--- src/rtl/vga_sync_decoder.sv ---
// Receive-side VGA timing monitor: rebuilds hcount/vcount from hsync/vsync/hblnk/vblnk,
// locks onto the stream, pulses err on any timing deviation and keeps a saturating error count.
module vga_sync_decoder #(
  parameter int unsigned H_TOTAL   = 1056,
  parameter int unsigned H_BLNK_ST = 800,
  parameter int unsigned H_SYNC_ST = 840,
  parameter int unsigned H_SYNC_SP = 968,
  parameter int unsigned V_TOTAL   = 628,
  parameter int unsigned V_BLNK_ST = 600,
  parameter int unsigned V_SYNC_ST = 601,
  parameter int unsigned V_SYNC_SP = 605
) (
  input  logic        clk,
  input  logic        rst,
  input  logic        hsync_i,
  input  logic        vsync_i,
  input  logic        hblnk_i,
  input  logic        vblnk_i,
  output logic [10:0] hcount_o,
  output logic [10:0] vcount_o,
  output logic        locked_o,
  output logic        frame_start_o,
  output logic        err_o,
  output logic [7:0]  err_cnt_o
);

  localparam logic [10:0] H_LAST   = 11'(H_TOTAL - 1);
  localparam logic [10:0] H_BLNK   = 11'(H_BLNK_ST);
  localparam logic [10:0] H_SYNC_A = 11'(H_SYNC_ST);
  localparam logic [10:0] H_SYNC_B = 11'(H_SYNC_SP);
  localparam logic [10:0] H_PRE    = 11'(H_SYNC_ST - 1);
  localparam logic [10:0] V_LAST   = 11'(V_TOTAL - 1);
  localparam logic [10:0] V_BLNK   = 11'(V_BLNK_ST);
  localparam logic [10:0] V_SYNC_A = 11'(V_SYNC_ST);
  localparam logic [10:0] V_SYNC_B = 11'(V_SYNC_SP);

  typedef enum logic [1:0] {SEARCH, H_TRACK, V_SEARCH, LOCKED} state_t;

  state_t      state_q;
  logic        hsync_q, vsync_q;
  logic [10:0] hcount_q, vcount_q;
  logic [1:0]  good_lines_q;
  logic        locked_q, frame_start_q, err_q;
  logic [7:0]  err_cnt_q;

  logic        h_rise, v_rise;
  logic [10:0] hcount_d, vcount_d;
  logic        h_mis, v_mis;

  function automatic logic in_win(input logic [10:0] x, input logic [10:0] lo,
                                  input logic [10:0] hi);
    return (x >= lo) && (x < hi);
  endfunction

  function automatic logic [7:0] sat_inc(input logic [7:0] c);
    return (c == 8'hFF) ? c : c + 8'd1;
  endfunction

  assign h_rise = hsync_i & ~hsync_q;
  assign v_rise = vsync_i & ~vsync_q;

  // Free-running successor of the counters; inputs are judged against its decode.
  always_comb begin
    hcount_d = (hcount_q == H_LAST) ? 11'd0 : hcount_q + 11'd1;
    vcount_d = (hcount_q != H_LAST) ? vcount_q :
               (vcount_q == V_LAST) ? 11'd0 : vcount_q + 11'd1;
    h_mis    = (hsync_i != in_win(hcount_d, H_SYNC_A, H_SYNC_B)) |
               (hblnk_i != (hcount_d >= H_BLNK));
    v_mis    = (vsync_i != in_win(vcount_d, V_SYNC_A, V_SYNC_B)) |
               (vblnk_i != (vcount_d >= V_BLNK));
  end

  // Lock FSM with counters and registered status outputs.
  always_ff @(posedge clk or posedge rst) begin
    if (rst) begin
      state_q       <= SEARCH;
      hsync_q       <= 1'b0;
      vsync_q       <= 1'b0;
      hcount_q      <= 11'd0;
      vcount_q      <= 11'd0;
      good_lines_q  <= 2'd0;
      locked_q      <= 1'b0;
      frame_start_q <= 1'b0;
      err_q         <= 1'b0;
      err_cnt_q     <= 8'd0;
    end else begin
      hsync_q       <= hsync_i;
      vsync_q       <= vsync_i;
      err_q         <= 1'b0;
      frame_start_q <= 1'b0;
      case (state_q)
        SEARCH: begin
          locked_q <= 1'b0;
          vcount_q <= 11'd0;
          if (h_rise) begin
            state_q      <= H_TRACK;
            hcount_q     <= H_SYNC_A;
            good_lines_q <= 2'd0;
          end
        end
        H_TRACK: begin
          if (h_rise) begin
            hcount_q <= H_SYNC_A;
            // A good line ends exactly one pixel before the sync pixel we reload.
            if (hcount_q == H_PRE) begin
              if (good_lines_q == 2'd1) begin
                good_lines_q <= 2'd2;
                state_q      <= V_SEARCH;
              end else begin
                good_lines_q <= good_lines_q + 2'd1;
              end
            end else begin
              good_lines_q <= 2'd0;
              err_q        <= 1'b1;
              err_cnt_q    <= sat_inc(err_cnt_q);
            end
          end else begin
            hcount_q <= hcount_d;
          end
        end
        V_SEARCH: begin
          if (h_mis) begin
            err_q     <= 1'b1;
            err_cnt_q <= sat_inc(err_cnt_q);
            state_q   <= SEARCH;
          end else begin
            hcount_q <= hcount_d;
            if (v_rise) begin
              vcount_q <= V_SYNC_A;
              locked_q <= 1'b1;
              state_q  <= LOCKED;
            end
          end
        end
        LOCKED: begin
          if (h_mis | v_mis) begin
            err_q     <= 1'b1;
            err_cnt_q <= sat_inc(err_cnt_q);
            locked_q  <= 1'b0;
            state_q   <= SEARCH;
          end else begin
            hcount_q      <= hcount_d;
            vcount_q      <= vcount_d;
            frame_start_q <= (hcount_d == 11'd0) && (vcount_d == 11'd0);
          end
        end
        default: begin
          state_q  <= SEARCH;
          locked_q <= 1'b0;
        end
      endcase
    end
  end

  assign hcount_o      = hcount_q;
  assign vcount_o      = vcount_q;
  assign locked_o      = locked_q;
  assign frame_start_o = frame_start_q;
  assign err_o         = err_q;
  assign err_cnt_o     = err_cnt_q;

endmodule

--- config.mk ---
export PLATFORM = sky130hd
export DESIGN_NAME = vga_sync_decoder
export DESIGN_NICKNAME = d
export VERILOG_FILES = /design/src/rtl/vga_sync_decoder.sv
export SDC_FILE = /design/constraint.sdc
export NUM_CORES = 1
export LEC_CHECK = 0
export ABC_CLOCK_PERIOD_IN_PS = 7300
export BUFFER_PORTS_ARGS = -buffer_cell sky130_fd_sc_hd__buf_2
export CAP_MARGIN = 20
export CORE_UTILIZATION = 55
export CTS_CLUSTER_SIZE = 25
export DETAILED_ROUTE_END_ITERATION = 10
export GPL_TIMING_DRIVEN = 0
export HOLD_SLACK_MARGIN = 0.02
export PLACE_DENSITY = 0.76
export SETUP_SLACK_MARGIN = 0.05
export SYNTH_ARGS = -nofsm -noshare
export SYNTH_HDL_FRONTEND = slang
export SYNTH_SLANG_ARGS = --single-unit
export TNS_END_PERCENT = 50
--- constraint.sdc ---
create_clock -name clk -period 7.3 [get_ports clk]
set_input_delay 1.46 -clock clk [delete_from_list [all_inputs] [get_ports clk]]
set_output_delay 1.46 -clock clk [all_outputs]
set_load 0.01 [all_outputs]
==> summary.md, run 1 <==
| Metric | Value |
|---|---|
| TritonCTS clock tree | `built` |
| Worst-Margin Slew | `1.13 ns` |
| Worst min path class | `flop to flop` |
| FMAX | `0.258 GHz` |
| CTS Hold Bufs | `0` |
| #FFs+latches synth | `39` |
| Max Cap Viol | `0` |
| Setup_tns | `0 ns` |
| Number of nets with antenna violations after routing | `0` |
| Worst path cell trace | `ha_1 -> and4_1 -> buf_2 -> and3_1 -> buf_2 -> clkbuf_1 -> a31oi_1 -> nor4b_2 -> xnor2_2 -> a31oi_1 -> or2_1 -> buf_6 -> o32a_1` |
| Tmin final | `3.88 ns` |
| Clk slew on worst S/H paths | `0.08 ns` |
| CP delay by family, top | `simple AND/OR/NAND/NOR gates` |
| # setup viols final | `0` |
| Row count | `27` |
| Yosys warns | `0` |
| EDFF count, synth | `0` |
| Kind of start point of the critical path | `flop` |
| # diodes | `0` |
| WP buf/inv | `4` |
| Clk_lat worst skew | `0.30 ns` |
| Drc violations | `0` |
| Die area | `0.00618 mm2` |
| Final Max Tran Viols | `0` |
| CP endpoint kind | `flop` |
| CORE AREA | `0.00557 mm2` |
| Number of global-route vias before repair | `2880` |
| GRT Overall Usage | `29.6%` |
| GR Util met2 | `45.5%` |
| DR vias/cell | `6.39` |
| First-pass detailed-route iteration total | `5` |
| Clock root buffer | `clkbuf_8` |
| Leakage | `1.54 nW` |
| Initial DRC count | `299` |
| Final worst setup slack | `3.42 ns` |
| Worst slack at placement | `3.43 ns` |
| Chip height | `78.6 um` |
| I/O pin count | `39` |
| Nets | `446` |
| Cell area power density | `332 mW/mm2` |
| Initial Utilization | `57.9%` |
| Met1 global-route usage | `42.1%` |
| Unrepaired setup endpoints after global routing | `false` |
| First-pass GRT wire length | `14.2 mm` |
| Resized cells post-CTS | `0` |
| Post-CTS Setup Repair Bufs | `0` |
| Area grow syn2layout | `12.4%` |
| Syn Inst Count | `385` |
| Slew headroom | `23.8%` |
| IO buf count | `38` |
| GPL Wtd Cong | `0.919` |
| Chip width | `78.6 um` |
| Largest net degree at the start of global routing | `40` |
| Share of cells above drive strength 1 | `17.9%` |
| Worst Path Arrival | `4.05 ns` |
| Outcome | `finished clean` |
| Critical path's largest stage delay | `0.51 ns` |
| DR vias | `3212` |
| Post-Route WL | `8.64 mm` |
| Most frequent cells in the layout | `buf_2, dfrtp_1, nand2_1, nand3_1, inv_1` |
| Most used routing layer | `met2` |
| Clock sink total | `39` |
| Critical Path RT | `7.47 ns` |
| Skew final | `0.0179 ns` |
| Top_reg_cell synth | `dfrtp_1` |
| Syn avg cell area | `8.39 um2` |
| GRT Residual Overflow | `0` |
| Post-synthesis cell area | `0.00323 mm2` |
| CTS Buf Count | `5` |
| Library cells used by synthesis | `68` |
| H-tree lvl count | `2` |
| Slowest CP cell | `dfrtp_1` |
| Initial antenna violation count | `0` |
| GRT met3 Usage | `4.65%` |
| Maximum VDD drop | `230 uV` |
| Routed wire per std cell | `17.2 um` |
| Register area share after synthesis | `30.2%` |
| Leading cell type in the layout, fill and taps excluded | `buf_2` |
| Syn Nets | `401` |
| Final Hold Fails | `0` |
| Final Cycle Share | `53.2%` |
| Estimated wirelength of the detail-placed design | `6.24 mm` |
| Max Root-Sink Buffers | `2` |
| Crit path max fanout | `10` |
| Post-synth ARST share | `100%` |
| Crit path kind | `flop to flop` |
==> sequential cells by signal, indices dropped and copies added, names as in the netlist <==
register	flops
err_o	1
vsync_q	1
vcount_o	11
state_q	2
hsync_q	1
err_cnt_o	8
good_lines_q	2
hcount_o	11
frame_start_o	1
locked_o	1
==> through the flow <==
step	power, W	std cells	util, %	cell area [um2]	hold slack [ns]
after floorplan	0.000813	385	-	3230	0.450
final	0.00121	503	65.1	3630	0.494
after global placement	0.000987	495	63.0	3510	0.470
after CTS	0.00120	503	65.1	3630	0.500
after detailed placement	0.000999	495	63.0	3510	0.482
after global routing	0.00129	503	65.1	3630	0.515
==> layout make-up <==
cell class	instances	area, um2
plain buffers	27	141
clock buffers	6	82.6
clock inverters	2	38.8
fillers	504	1940
inverters	19	71.3
multi-input cells	300	2040
flip-flops and latches	39	976
well taps	72	90.1
repair buffers	38	190
==> logic make-up (layout without fill, tap and decap cells) <==
kind of cell	count (synthesis)	in the layout	share of synthesized area, %
AND/OR/NAND/NOR	167	167	30.0
AO/OA/AOI/OAI	103	103	23.4
buffers and inverters	46	92	6.59
flip-flops	39	39	30.2
XOR/XNOR	16	16	4.57
adder cells (fa/ha/maj)	10	10	3.87
multiplexers	4	4	1.32
==> where the power goes <==
part | total, W | internal [W] | switching [W]
Sequential | 0.000341 | 0.000274 | 0.0000666
Combinational | 0.000669 | 0.000262 | 0.000407
Clock | 0.000197 | 0.000113 | 0.0000841
Total | 0.00121 | 0.000649 | 0.000557
==> cell usage after synthesis (all sizes together) (5+ instances only) <==
library cell | n | area (um2)
a2bb2oi | 6 | 52.6
buf | 14 | 92.6
o211ai | 7 | 57.6
nor3 | 10 | 50.1
dfrtp | 39 | 976
and2 | 9 | 56.3
nor2 | 15 | 56.3
nand3 | 23 | 128
or3 | 7 | 43.8
inv | 19 | 71.3
nand2b | 8 | 50.1
nand2 | 32 | 120
nor4b | 5 | 65.1
nand4 | 15 | 93.8
nor4 | 7 | 58.8
ha | 10 | 125
clkbuf | 13 | 48.8
o21ai | 19 | 95.1
a21oi | 9 | 48.8
xnor2 | 14 | 130
nor2b | 8 | 50.1
o31ai | 12 | 90.1
and3 | 16 | 100
a31oi | 10 | 62.6
==> final timing paths <==
path	from	end	slack (ns)	cells past startpoint
hold / removal	err_cnt_o[4]$_DFFE_PP0P_	err_cnt_o[4]$_DFFE_PP0P_	0.49	1
min in group asynchronous	rst	frame_start_o$_DFF_PP0_	1.32	2
hold reg to reg	err_cnt_o[4]$_DFFE_PP0P_	err_cnt_o[4]$_DFFE_PP0P_	0.49	1
setup / recovery	hcount_o[0]$_DFFE_PP0P_	hcount_o[6]$_DFFE_PP0P_	3.42	13
setup reg to reg	hcount_o[0]$_DFFE_PP0P_	hcount_o[6]$_DFFE_PP0P_	3.42	13
max in group asynchronous	rst	state_q[1]$_DFFE_PP0P_	5.43	2
==> worst register-to-register path, stage by stage (launching register included) <==
cell	delay (ns)
dfrtp_1	0.51
ha_1	0.27
and4_1	0.19
buf_2	0.22
and3_1	0.18
buf_2	0.18
clkbuf_1	0.39
a31oi_1	0.19
nor4b_2	0.44
xnor2_2	0.20
a31oi_1	0.20
or2_1	0.29
buf_6	0.16
o32a_1	0.35
==> metal layers <==
| layer | vias to the layer above | routed length [um] |
|---|---|---|
| met5 | - | 0 |
| met4 | 0 | 165 |
| met3 | 18 | 633 |
| met2 | 135 | 3930 |
| met1 | 1521 | 3910 |
| li1 | 1538 | - |
Note: power is estimated with default switching activity, not from simulation.
==> inputs of run 2 (changes only) <==
Settings changed: ABC_CLOCK_PERIOD_IN_PS 7300 to 3500, CORE_UTILIZATION 55 to 53, PLACE_DENSITY 0.76 to 0.77.
Clock period 7.3 ns to 3.5 ns, I/O delays scaled along.
==> summary.md, run 2 (synthesis gave the netlist of run 1 again) <==
| Metric | Value |
|---|---|
| Outcome | `finished clean` |
| GRT Residual Overflow | `0 (unchanged)` |
| Fill cells | `512 (+1.6%)` |
| Leading cell type in the layout, fill and taps excluded | `buf_2` |
| Leakage | `1.62 nW (+5.2%)` |
| WHS Path Cells | `1 (unchanged)` |
| Worst min path class | `flop to flop` |
| Clk_lat worst skew | `0.30 ns (about the same)` |
| Max Cap Viol | `0 (unchanged)` |
| Clock sink total | `39 (unchanged)` |
| Final Hold Fails | `0 (unchanged)` |
| CORE AREA | `0.00589 mm2 (+5.6%)` |
| Most frequent cells in the layout | `buf_2, dfrtp_1, nand2_1, nand3_1, inv_1` |
| Cell area power density | `661 mW/mm2 (+99%)` |
| CP endpoint kind | `flop` |
| Design area | `0.00383 mm2 (+5.5%)` |
| H-tree lvl count | `2 (unchanged)` |
| Initial DRC count | `397 (+33%)` |
| Worst Path Arrival | `3.55 ns (-0.50 ns)` |
| Share of cells above drive strength 1 | `24.4% (+6.5 points)` |
| Final Cycle Share | `96.1% (+43 points)` |
| Crit path max fanout | `10 (unchanged)` |
| Max Root-Sink Buffers | `2 (unchanged)` |
| Unrepaired setup endpoints after global routing | `false` |
| Worst path cell trace | `ha_4 -> and4_1 -> buf_4 -> and3_1 -> buf_2 -> a31oi_1 -> nand4_1 -> or4_1 -> o211ai_2 -> a31oi_2 -> or2_1 -> buf_6 -> o32a_1` |
| Reg2reg path depth | `13 (unchanged)` |
| Final worst setup slack | `0.137 ns (-3.28 ns)` |
| GPL Wtd Cong | `0.908 (-1.2%)` |
| # diodes | `0 (unchanged)` |
| Slowest CP cell | `dfrtp_2` |
| Crit path kind | `flop to flop` |
| Drc violations | `0 (unchanged)` |
| Final Max Tran Viols | `0 (unchanged)` |
| Post-Route WL | `8.89 mm (+2.9%)` |
| Clock root buffer | `clkbuf_8` |
| Skew final | `0.00423 ns (-0.0136 ns)` |
| Worst slack at placement | `-0.258 ns (-3.69 ns)` |
| Initial antenna violation count | `0 (unchanged)` |
| Largest net degree at the start of global routing | `40 (unchanged)` |
| First-pass GRT wire length | `14.1 mm (-0.44%)` |
| Maximum VDD drop | `472 uV (+110%)` |
| I/O pin count | `39 (unchanged)` |
| Tmin final | `3.36 ns (-0.519 ns)` |
| Clk slew on worst S/H paths | `0.09 ns (about the same)` |
| TritonCTS clock tree | `built` |
| Initial Utilization | `54.9% (-3.1 points)` |
| Chip height | `80.1 um (+1.8%)` |
| CTS Hold Bufs | `0 (unchanged)` |
| Area grow syn2layout | `18.7%` |
| DR vias/cell | `6.47 (+1.3%)` |
| Critical Path RT | `3.69 ns (-3.78 ns)` |
| FMAX | `0.297 GHz (+15%)` |
| # setup viols final | `0 (unchanged)` |
| Die area | `0.00641 mm2 (+3.7%)` |
| Cell Area, Placed | `0.00351 mm2 (+0.11%)` |
| GRT Overall Usage | `28.2% (-1.3 points)` |
| Chip width | `80.1 um (+1.8%)` |
| Kind of start point of the critical path | `flop` |
| CTS Buf Count | `5 (unchanged)` |
| DR vias | `3350 (+4.3%)` |
| Worst-Margin Slew | `1.18 ns (+0.0511 ns)` |
| Row count | `28 (+3.7%)` |
| IO buf count | `38 (unchanged)` |
| Slew headroom | `20.4% (-3.4 points)` |
| Routed wire per std cell | `17.2 um (-0.11%)` |
| First-pass detailed-route iteration total | `5 (unchanged)` |
| Estimated wirelength of the detail-placed design | `6.16 mm (-1.3%)` |
| Number of nets with antenna violations after routing | `0 (unchanged)` |
| Nets | `458 (+2.7%)` |
| Critical path's largest stage delay | `0.47 ns (-0.04 ns)` |
| Number of global-route vias before repair | `2975 (+3.3%)` |
run 2: cell types whose count changed in the layout (fill, tap and decap cells not counted), moves of 3 or more:
cell,previous run,this run
dfrtp_2,0,3
buf_4,2,15
clkbuf_1,13,9
o21ai_2,0,3
clkbuf_2,0,3
dfrtp_1,39,36
run 2: report_power, final:
part	switching (W)	internal, W
Clock	0.000182	0.000213
Sequential	0.000135	0.000573
Combinational	0.000861	0.000570
Total	0.00118	0.00136
run 2: per-layer routing:
layer	vias to the layer above	GRT usage, %	part of all wire (%)
met1	1609	39.3	46
met3	19	4.89	5.8
met4	0	7.86	1.8
met2	157	45.0	47
li1	1565	-	-
met5	-	0	0
run 2: area by class of cell:
class	count	area [um2]	area share, %
multi-input cells	300	2140	55.9
plain buffers	27	151	3.95
clock buffers	5	68.8	1.80
clock inverters	3	43.8	1.14
flip-flops and latches	39	980	25.6
repair buffers	50	280	7.31
inverters	19	71.3	1.86
well taps	75	93.8	2.45
run 2: through the flow:
| step | std cells | util, % | total power [W] | hold WS [ns] | TNS, ns |
|---|---|---|---|---|---|
| 2_1_floorplan | 385 | - | 0.00170 | 0.450 | 0 |
| 3_3_place_gp | 498 | 59.7 | 0.00205 | 0.472 | -2.54 |
| 3_5_place_dp | 498 | 59.7 | 0.00207 | 0.487 | -3.97 |
| 4_1_cts | 512 | 62.7 | 0.00248 | 0.498 | 0 |
| 5_1_grt | 518 | 65.1 | 0.00268 | 0.509 | 0 |
| 6_report | 518 | 65.1 | 0.00253 | 0.494 | 0 |
run 2: worst paths after layout:
check / startpoint / end / slack, ns
setup / recovery: hcount_o[1]$_DFFE_PP0P_ / hcount_o[6]$_DFFE_PP0P_ / 0.14
hold / removal: err_cnt_o[4]$_DFFE_PP0P_ / err_cnt_o[4]$_DFFE_PP0P_ / 0.49
setup reg to reg: hcount_o[1]$_DFFE_PP0P_ / hcount_o[6]$_DFFE_PP0P_ / 0.14
hold reg to reg: err_cnt_o[4]$_DFFE_PP0P_ / err_cnt_o[4]$_DFFE_PP0P_ / 0.49
max in group asynchronous: rst / hcount_o[0]$_DFFE_PP0P_ / 2.35
min in group asynchronous: rst / err_cnt_o[4]$_DFFE_PP0P_ / 0.57
run 2: critical path: cells and delay by family, from the launching register on:
| kind | cells | cell delay, ns |
|---|---|---|
| and+or+nand+nor | 5 | 1.22 |
| AOI/OAI and AO/OA | 4 | 0.86 |
| buffers and inverters | 3 | 0.50 |
| DFF | 1 | 0.47 |
| adders and majority gates | 1 | 0.19 |
run 2: repair_timing:
item | in CTS | in global routing
setup buffers | 6 | 6
pin swaps | 2 | 3
gates resized for setup | 9 | 24
endpoints found under the setup margin | 35 | 31
